## config.mk

```make
export PLATFORM = sky130hd
export DESIGN_NAME = uart_tx_flat
export DESIGN_NICKNAME = d
export VERILOG_FILES = /design/src/rtl/uart_tx_if.sv /design/src/rtl/uart_tx.sv /design/src/flat_wrapper.sv
export SDC_FILE = /design/constraint.sdc
export NUM_CORES = 1
export LEC_CHECK = 0
export BUFFER_PORTS_ARGS = -buffer_cell sky130_fd_sc_hd__buf_2
export CORE_MARGIN = 4
export CORE_UTILIZATION = 45
export DETAILED_ROUTE_END_ITERATION = 8
export PLACE_DENSITY = 0.8
export SLEW_MARGIN = 15
export SYNTH_ARGS = -nofsm -noshare
export SYNTH_HDL_FRONTEND = slang
export SYNTH_SLANG_ARGS = --single-unit
```

## constraint.sdc

```tcl
create_clock -name CLK -period 1.5 [get_ports CLK]
set_input_delay 0.225 -clock CLK [delete_from_list [all_inputs] [get_ports CLK]]
set_output_delay 0.225 -clock CLK [all_outputs]
set_load 0.02 [all_outputs]
```

## src/rtl/uart_tx_if.sv

```systemverilog
// rtl/uart_tx_if.sv - parallel-side and line-side signal bundle for uart_tx
`timescale 1ns/1ps
interface uart_tx_if #(
  parameter int DATA_WIDTH = 8
);
  logic [DATA_WIDTH-1:0] P_DATA;
  logic                  DATA_VALID;
  logic                  PAR_EN;
  logic                  PAR_TYP;
  logic                  TX_OUT;
  logic                  BUSY;

  modport master (
    output P_DATA, DATA_VALID, PAR_EN, PAR_TYP,
    input  TX_OUT, BUSY
  );

  modport slave (
    input  P_DATA, DATA_VALID, PAR_EN, PAR_TYP,
    output TX_OUT, BUSY
  );
endinterface

```

## src/rtl/uart_tx.sv

```systemverilog
// rtl/uart_tx.sv - UART frame serializer, one bit per baud clock
// Optional parity bit compiled in with `define UART_TX_PARITY_EN.
`timescale 1ns/1ps
module uart_tx #(
  parameter int DATA_WIDTH = 8
) (
  input  logic      CLK,
  input  logic      RST,
  uart_tx_if.slave  bus
);
  localparam int CNT_W = (DATA_WIDTH > 1) ? $clog2(DATA_WIDTH) : 1;
  localparam logic [CNT_W-1:0] LAST_BIT = CNT_W'(DATA_WIDTH - 1);

  typedef enum logic [2:0] {
    IDLE,
    START,
    DATA,
`ifdef UART_TX_PARITY_EN
    PARITY,
`endif
    STOP
  } state_t;

  state_t                state_q;
  logic                  tx_q;
  logic                  busy_q;
  logic [CNT_W-1:0]      cnt_q;
  logic [CNT_W-1:0]      cnt_d;
  logic [DATA_WIDTH-1:0] data_q;
`ifdef UART_TX_PARITY_EN
  logic                  par_en_q;
  logic                  par_typ_q;
`else
  logic                  unused_par;
  assign unused_par = bus.PAR_EN ^ bus.PAR_TYP;
`endif

  assign cnt_d = cnt_q + CNT_W'(1);

  // Outputs are loaded with the value of the state being entered, so each
  // frame bit is on the line from the same edge that enters its state.
  always_ff @(posedge CLK or posedge RST) begin
    if (RST) begin
      state_q   <= IDLE;
      tx_q      <= 1'b1;
      busy_q    <= 1'b0;
      cnt_q     <= '0;
      data_q    <= '0;
`ifdef UART_TX_PARITY_EN
      par_en_q  <= 1'b0;
      par_typ_q <= 1'b0;
`endif
    end else begin
      case (state_q)
        IDLE: begin
          tx_q   <= 1'b1;
          busy_q <= 1'b0;
          if (bus.DATA_VALID && !busy_q) begin
            data_q    <= bus.P_DATA;
`ifdef UART_TX_PARITY_EN
            par_en_q  <= bus.PAR_EN;
            par_typ_q <= bus.PAR_TYP;
`endif
            state_q   <= START;
            tx_q      <= 1'b0;
            busy_q    <= 1'b1;
          end
        end
        START: begin
          state_q <= DATA;
          cnt_q   <= '0;
          tx_q    <= data_q[0];
        end
        DATA: begin
          if (cnt_q == LAST_BIT) begin
            cnt_q <= '0;
`ifdef UART_TX_PARITY_EN
            if (par_en_q) begin
              state_q <= PARITY;
              tx_q    <= (^data_q) ^ par_typ_q;
            end else begin
              state_q <= STOP;
              tx_q    <= 1'b1;
            end
`else
            state_q <= STOP;
            tx_q    <= 1'b1;
`endif
          end else begin
            cnt_q <= cnt_d;
            tx_q  <= data_q[cnt_d];
          end
        end
`ifdef UART_TX_PARITY_EN
        PARITY: begin
          state_q <= STOP;
          tx_q    <= 1'b1;
        end
`endif
        STOP: begin
          state_q <= IDLE;
          tx_q    <= 1'b1;
          busy_q  <= 1'b0;
        end
        default: begin
          state_q <= IDLE;
          tx_q    <= 1'b1;
          busy_q  <= 1'b0;
        end
      endcase
    end
  end

  assign bus.TX_OUT = tx_q;
  assign bus.BUSY   = busy_q;
endmodule
```

## src/flat_wrapper.sv

```systemverilog
// flat-port wrapper written by rule: the top's interface ports become plain ports
module uart_tx_flat 
#(
  parameter int DATA_WIDTH = 8
)
  (CLK, RST, bus_P_DATA, bus_DATA_VALID, bus_PAR_EN, bus_PAR_TYP, bus_TX_OUT, bus_BUSY);
  uart_tx_if #(.DATA_WIDTH(DATA_WIDTH)) bus_i ();
  input  logic CLK;
  input  logic RST;
  input wire logic [$bits(bus_i.P_DATA)-1:0] bus_P_DATA;
  input wire logic [$bits(bus_i.DATA_VALID)-1:0] bus_DATA_VALID;
  input wire logic [$bits(bus_i.PAR_EN)-1:0] bus_PAR_EN;
  input wire logic [$bits(bus_i.PAR_TYP)-1:0] bus_PAR_TYP;
  output wire logic [$bits(bus_i.TX_OUT)-1:0] bus_TX_OUT;
  output wire logic [$bits(bus_i.BUSY)-1:0] bus_BUSY;
  assign bus_i.P_DATA = bus_P_DATA;
  assign bus_i.DATA_VALID = bus_DATA_VALID;
  assign bus_i.PAR_EN = bus_PAR_EN;
  assign bus_i.PAR_TYP = bus_PAR_TYP;
  assign bus_TX_OUT = bus_i.TX_OUT;
  assign bus_BUSY = bus_i.BUSY;
  uart_tx #(.DATA_WIDTH(DATA_WIDTH)) u_core (.CLK(CLK), .RST(RST), .bus(bus_i));
endmodule
```

After elaboration in Yosys (flattened, before gate mapping)

Cells that the tools add are included.

Register bits: 16
Logic and storage cells: 31

$add $sub $neg: 1
Muxes and demuxes: 12
Eq/ne operators: 5
$lt $le $gt $ge: 1
Reductions and logical operators: 7

Operator list:

| cell                                                                  | count |
|---|---|
| 3-bit 2-to-1 mux                                                      | 3 |
| 3-bit one-hot mux with 3 select lines                                 | 1 |
| 3-bit one-hot mux with 2 select lines                                 | 1 |
| 3-bit by 4-bit < comparator with 1-bit output (second input constant) | 1 |
| 1-bit 2-to-1 mux                                                      | 4 |
| 2-bit by 1-bit != test with 1-bit output (second input constant)      | 2 |
| 2-bit AND reduction                                                   | 2 |
| 3-bit by 1-bit adder with 3-bit output (second input constant)        | 1 |
| 1-bit binary-select mux with 3-bit select                             | 1 |
| 3-bit by 1-bit == test with 1-bit output (second input constant)      | 1 |
| 3-bit by 2-bit == test with 1-bit output (second input constant)      | 1 |
| 3-bit == test (second input constant)                                 | 1 |
| 3-bit zero test                                                       | 1 |
| 1-bit one-hot mux with 3 select lines                                 | 1 |
| 1-bit one-hot mux with 2 select lines                                 | 1 |
| 2-bit nonzero test                                                    | 1 |
| 2-bit OR reduction                                                    | 1 |
| 1-bit logical AND                                                     | 1 |
| 1-bit zero test                                                       | 1 |

Logic depth before layout (Yosys ltp)

Gate-level depths: netlist (run 1).

Depth after elaboration: 5
Mapped depth: 5

Worst setup path before layout (run 1)

No wires, ideal clock.

Kind: register -> register
Start point: register u_core.cnt_q[0]
End point: register u_core.state_q[1]
Required time: 1.375 ns
Library setup time: 0.125 ns
Path buffers: 0
Setup slack: -0.095 ns
Arrival: 1.470 ns
Cell stages (with the launch flop): 6
Cell sequence: dfrtp_1 > ha_1 > ha_1 > nand2b_1 > a21boi_0 > mux2_2

Longest elaborated chain between the ends: 3

Ends and longest elaborated chain:

| element                                            | RTL line       | RTL |
|---|---|---|
| start, declared                                    | uart_tx.sv:27  | `logic [CNT_W-1:0] cnt_q;` |
| start signal, assigned                             | uart_tx.sv:90  | `cnt_q <= cnt_d;` |
| 3-bit == test                                      | uart_tx.sv:75  | `if (cnt_q == LAST_BIT) begin` |
| 2-bit by 1-bit != test with 1-bit output (no line) | n/a            |  |
| 2-bit AND reduction (no line)                      | n/a            |  |
| end signal, assigned                               | uart_tx.sv:70  | `state_q <= DATA;` |
| end signal, assigned                               | uart_tx.sv:86  | `state_q <= STOP;` |
| end signal, assigned                               | uart_tx.sv:101 | `state_q <= IDLE;` |
| end, declared                                      | uart_tx.sv:24  | `state_t state_q;` |

No other way between the ends.
A chain may end at the register's enable or synchronous reset.

Worst setup path in the final report (run 1)

Start point: register u_core.cnt_q[0]
End point: register u_core.tx_q (netlist: u_core.bus.TX_OUT)

Longest elaborated chain between the ends: 5
Elaborated cells between the ends (all ways): 6
Classes of those cells: 1 x add/sub; 1 x eq/ne; 4 x mux

Ends and longest elaborated chain:

| element                                   | RTL line      | RTL |
|---|---|---|
| 3-bit by 1-bit adder with 3-bit output    | uart_tx.sv:38 | `assign cnt_d = cnt_q + CNT_W'(1);` |
| 1-bit binary-select mux with 3-bit select | uart_tx.sv:91 | `tx_q <= data_q[cnt_d];` |
| 1-bit 2-to-1 mux (implied by the code)    | uart_tx.sv:91 |  |
| 1-bit 2-to-1 mux (*)                      | uart_tx.sv:75 |  |
| 1-bit one-hot mux with 3 select lines (*) | uart_tx.sv:54 | `case (state_q)` |
| end signal, assigned                      | uart_tx.sv:72 | `tx_q <= data_q[0];` |
| end signal, assigned                      | uart_tx.sv:91 |  |
| end, declared                             | uart_tx.sv:25 | `logic tx_q;` |

Mark *: on every way between the ends. The rest lies on a longest branch, timed or not. The select of a mux whose other input is x is not followed.

==> results.yml, run 1 <==
critical_path:
  crit_path_end_kind: "flop"
  path_cells: "ha_4, mux4_2, and3b_1, a211o_1"
  cpPeakStageDelay_ns: 0.44
  cp.required_ns: 1.71
  worst_path_max_delay_cell: "dfrtp_2"
  critPathMaxFanout: 3
  startpoint_type: "flop"
  cp.arrival_ns: 1.69
  crit_buf_inv: 0
  critPathTopFamily: "flip-flops"
  worst-setup-path-type: "flop to flop"
final_layout:
  final_nets: 103
  syn2layout_area_growth_pct: 29.4
  seqCellArea_um2: 378
  final_area_um2: 968
  antenna_cells: 0
  multi_input_area_um2: 392
  fill_cells: 122
  drive_gt1_share_pct: 49.4
floorplan:
  start_util_pct: 48.5
  ios: 15
  die_x_um: 48.8
  die_h_um: 48.8
  rows: 14
  core_area_um2: 1540
  die_area_um2: 2380
grt:
  overflow: 0
  grt.total_usage_pct: 14.0
  grt_max_degree: 16
  grt_pass1_wl_um: 2570
  antenna_found_initial: 0
  grt_pass1_vias: 597
synth:
  synth_cell_types: 21
  ys.flop_type: "dfrtp_1"
  yosysWarnings: 0
  ys_ff_latch: 15
  yosysMostFrequentCell: "dfrtp_1"
  syn_area_per_cell_um2: 12.7
  yosysTopAreaCellShare_pct: 46.8
  async_reset_ff_share_pct: 100
  netlist_top_cells_count: "dfrtp_1, mux2_2, ha_1, inv_1"
  syn_inst: 59
  synth_seq_area_share_pct: 50.3
  synth_area_um2: 748
  syn_nets: 78
  synth_area_leaders: "dfrtp_1, mux2_2, ha_1, dfstp_2, inv_1"
  synth_edf_count: 0
  synth_area_leader_cell: "dfrtp_1"
timing:
  worst_hold_slack_ns: 0.171
  finClkSkew_ns: 0.000803
  finalMaxSlewViolations: 0
  final_hold_viol_count: 0
  fin_crit_sh_pct: 98.7
  max_freq_mhz: 675
  worst_pin_slew_ns: 0.561
  rsz0062_at_grt: "true"
  maxSlewHeadroom_pct: 62.6
  setup_viol: 0
  setup_ws_ns: 0.0195
  fin_crit_ns: 1.48
clock_network:
  clock_latency_ns: 0.28
  cts_root_buf: "clkbuf_4"
  clock-sinks: 15
  cts_tree: "built"
  cts.clk_slew.worst_paths_ns: 0.08
  cts_made_buffers: 3
  cts_buffer_depth: 2
  cts_htree_levels: 1
power_and_ir_drop:
  power.total_mw: 1.93
  ir_worst_vdd_mv: 1.27
  leakagePower_nw: 0.459
  power_density_nw_per_um2: 1990
routing:
  dr.pass1.iters: 2
  antenna_left: 0
  drt_wl_total_um: 1410
  routedWlPerCell_um: 14.2
  via_per_inst: 5.41
  initialDrtViolationCount: 4
  drc: 0
  num_vias: 536
placement:
  placed_area_um2: 883
  dpl.hpwl_um: 1080
  dp_slack_ns: -0.0465
  io_buffers: 12
  gp_congestion: 0.708
min_path:
  min_path_type: "primary input to flop"
job:
  maxCapViolCount: 0
status:
  outcome: "complete, no violations"
-- flip-flops by register name (all words and copies together), names as in the netlist --
name,flops
u_core.data_q,8
u_core.state_q,2
u_core.cnt_q,3
u_core.bus.BUSY,1
u_core.bus.TX_OUT,1
-- logic make-up after synthesis --
logic type / count (synthesis) / share of synthesized area [%]
AOI/OAI and AO/OA: 8 / 8.03
muxes: 13 / 20.7
DFF: 15 / 50.3
buffers and inverters: 7 / 3.51
adders and majority gates: 6 / 10.0
and+or+nand+nor: 10 / 7.36
-- routing by layer --
| metal | vias to the layer above | track usage (%) | part of all wire (%) |
|---|---|---|---|
| li1 | 261 | - | - |
| met1 | 256 | 16.6 | 42 |
| met2 | 13 | 22.8 | 51 |
| met3 | 6 | 2.45 | 4.0 |
| met4 | 0 | 9.42 | 2.6 |
| met5 | - | 0 | 0 |
-- what timing repair did --
item	CTS	global route
pin swaps	1	3
hold buffers	1	0
hold endpoints to repair	14	0
resized for setup	2	3
setup buffers	1	1
endpoints found under the setup margin	2	10
-- metrics by stage --
stage | cells | TNS (ns) | utilization [%]
floorplan | 59 | 0 | -
global placement | 92 | -0.0324 | 57.3
detailed placement | 92 | -0.0753 | 57.3
CTS | 98 | -0.00683 | 61.2
global route | 99 | -0.0286 | 62.8
finish | 99 | 0 | 62.8
-- cells in the final DEF, fill, tap and decap left out, drive strengths merged --
cell type and count:
ha 6, a211o 1, mux4 1, o221ai 1, nand2b 3, dfstp 1
dlygate4sd3 1, mux2i 2, dfrtp 14, mux2 10, and3b 1, a221o 1
o22a 1, nand2 3, clkbuf 4, buf 20, nand3b 1, inv 6
o21ai 2, nor2 1, nand3 1, o22ai 1, a21boi 1
-- worst paths after layout --
| path | slack [ns] | from | cells past startpoint | end |
|---|---|---|---|---|
| min in group asynchronous | 0.54 | RST | 3 | u_core.data_q[5] |
| max in group asynchronous | 0.56 | RST | 3 | u_core.cnt_q[0] |
| max | 0.02 | u_core.cnt_q[0] | 4 | u_core.bus.TX_OUT |
| max reg2reg | 0.02 | u_core.cnt_q[0] | 4 | u_core.bus.TX_OUT |
| min | 0.17 | bus_P_DATA[4] | 2 | u_core.data_q[4] |
| min reg2reg | 0.52 | u_core.data_q[6] | 1 | u_core.data_q[6] |
-- final cells by class --
| cell class | count | area share, % |
|---|---|---|
| sequential | 15 | 39.0 |
| clock buffer | 4 | 2.71 |
| timing repair buffer | 21 | 13.4 |
| tap | 16 | 2.07 |
| multi-input combinational | 37 | 40.4 |
| inverter | 6 | 2.33 |
-- worst reg2reg max path, cell delays in order (launching register included) --
cell and delay, ns:
dfrtp_2 0.44, ha_4 0.28, mux4_2 0.27, and3b_1 0.19
a211o_1 0.23
-- power by group --
group          switching [mW]  leakage [nW]  internal (mW)
sequential              0.109         0.181          0.599
clock                   0.123        0.0150          0.103
combinational           0.416         0.262          0.578
total                   0.649         0.459           1.28
(Power assumes the default switching activity.)
==> run 2: changes to the inputs <==
CORE_UTILIZATION = 46   (was 45)
PLACE_DENSITY = 0.81   (was 0.8)
==> run 2 against run 1 <==
  * The flow now finishes with violations (setup timing)
  * Critical path depth did not move
  * Largest cell class unchanged
  * Utilization rose by 0.64 points
  * Sequential cell count did not move
  * Clock skew rose by 0.0012 ns
  * Register-to-register slack got worse by 0.07 ns
  * Maximum frequency fell by 4.3%
  * Hold slack got worse by 0.013 ns
  * Sequential share of layout area rose by 0.050 points
  * Sequential power barely moved
  * Non-clock buffer count did not move
  * Die area fell by 1.8%
==> results.yml, run 2 (synthesized netlist as in run 1, its figures left out) <==
status:
  outcome: "finished with violations"
  violations: "setup timing"
timing:
  fin_crit_ns: 1.55
  setup_ws_ns: -0.0465
  rsz0062_at_grt: "true"
  fin_tns_setup_ns: -0.0465
  maxSlewHeadroom_pct: 63.3
  max_freq_mhz: 647
  finClkSkew_ns: 0.00203
  finalMaxSlewViolations: 0
  final_hold_viol_count: 0
  worst_pin_slew_ns: 0.549
  setup_viol: 1
  fin_crit_sh_pct: 103
final_layout:
  mostFrequentLayoutCells: "dfrtp_1, buf_2, mux2_2"
  syn2layout_area_growth_pct: 29.3
  drive_gt1_share_pct: 51.8
  largest_register_ffs: 8
  fill_cells: 109
  mostFrequentLayoutCell: "dfrtp_1"
  regMostFlops: "u_core.data_q"
  antenna_cells: 0
  top_regs: "u_core.data_q: 8 flops, u_core.cnt_q: 3 flops, u_core.state_q: 2 flops"
  final_nets: 103
critical_path:
  cp.required_ns: 1.73
  worst-setup-path-type: "flop to flop"
  critPathMaxFanout: 3
  cp.arrival_ns: 1.77
  crit_path_end_kind: "flop"
  startpoint_type: "flop"
grt:
  grt_pass1_vias: 563
  grt_pass1_wl_um: 2480
  overflow: 0
  antenna_found_initial: 0
  grt_max_degree: 16
  grt.total_usage_pct: 13.9
routing:
  routedWlPerCell_um: 15.8
  dr.pass1.iters: 4
  initialDrtViolationCount: 14
  num_vias: 550
  via_per_inst: 5.56
  antenna_left: 0
  drc: 0
  drt_wl_total_um: 1560
power_and_ir_drop:
  power_density_nw_per_um2: 2030
  switchingPower_mw: 0.694
  ir_worst_vdd_mv: 1.07
  power_frac_clock_pct: 12.4
  p_comb_share_pct: 51.4
  swShare_pct: 35.4
  p_int_mw: 1.27
  seqPwrFrac_pct: 36.2
  leakagePower_nw: 0.456
  power.total_mw: 1.96
clock_network:
  cts_buffer_depth: 2
  cts_tree: "built"
  clock_latency_ns: 0.29
  cts_root_buf: "clkbuf_4"
  clock-sinks: 15
  cts_htree_levels: 1
  cts.clk_slew.worst_paths_ns: 0.10
  cts_made_buffers: 3
floorplan:
  die_h_um: 48.3
  start_util_pct: 49.1
  ios: 15
  core_area_um2: 1520
  rows: 14
  die_area_um2: 2340
  die_x_um: 48.3
min_path:
  min_path_type: "primary input to flop"
placement:
  gp_congestion: 0.694
  io_buffers: 12
job:
  maxCapViolCount: 0
[run 2: layout make-up]
type | count | area [µm²] | area share [%]
clock inverter | 1 | 5.00 | 0.517
tap | 16 | 20.0 | 2.07
multi-input combinational | 37 | 385 | 39.8
sequential | 15 | 378 | 39.1
inverter | 6 | 22.5 | 2.33
timing repair buffer | 21 | 134 | 13.8
clock buffer | 3 | 22.5 | 2.33
[run 2: timing repair]
item	4_1_cts	5_1_grt
pin swaps	3	2
setup buffers	1	1
hold buffers	1	0
endpoints found under the setup margin	2	10
resized for setup	3	3
endpoints found under the hold margin	14	0
[run 2: worst max-delay path, stage by stage (launching register included)]
cell and delay [ns]:
dfrtp_2 0.45, ha_4 0.28, mux4_2 0.29, and3b_2 0.22, a211o_1 0.24
[run 2: routing by layer]
| layer | up-vias | share of wire, % | global-route usage [%] |
|---|---|---|---|
| li1 | 258 | - | - |
| met1 | 270 | 41 | 15.5 |
| met2 | 16 | 51 | 23.0 |
| met3 | 6 | 4.2 | 3.68 |
| met4 | 0 | 4.0 | 8.76 |
| met5 | - | 0 | 0 |
[run 2: path summary, 6_finish.rpt]
path	startpoint	endpoint	slack, ns	cells after the start
max in group asynchronous	RST	u_core.cnt_q[0]	0.60	3
setup reg to reg	u_core.cnt_q[0]	u_core.bus.TX_OUT	-0.05	4
hold reg to reg	u_core.data_q[3]	u_core.data_q[3]	0.51	1
setup / recovery	u_core.cnt_q[0]	u_core.bus.TX_OUT	-0.05	4
min in group asynchronous	RST	u_core.data_q[0]	0.51	3
hold / removal	bus_P_DATA[3]	u_core.data_q[3]	0.16	2
[run 2: stage by stage]
step           hold slack (ns)  setup WS, ns  utilization, %  instances  area, µm²
5_1_grt                  0.156       -0.0697            63.5         99        967
2_1_floorplan            0.126        0.0131               -         59        762
3_5_place_dp             0.304       -0.0382            58.0         92        883
6_report                 0.158       -0.0465            63.5         99        967
4_1_cts                  0.157        0.0122            62.2         98        947
3_3_place_gp             0.294       -0.0243            58.0         92        883
[run 2: power groups by stage]
| stage | sequential (mW) | combinational (mW) | clock, mW |
|---|---|---|---|
| floorplan | 0.727 | 0.586 | 0 |
| global placement | 0.711 | 0.833 | 0 |
| detailed placement | 0.725 | 0.879 | 0 |
| CTS | 0.712 | 0.931 | 0.246 |
| global route | 0.735 | 1.09 | 0.269 |
| finish | 0.711 | 1.01 | 0.243 |
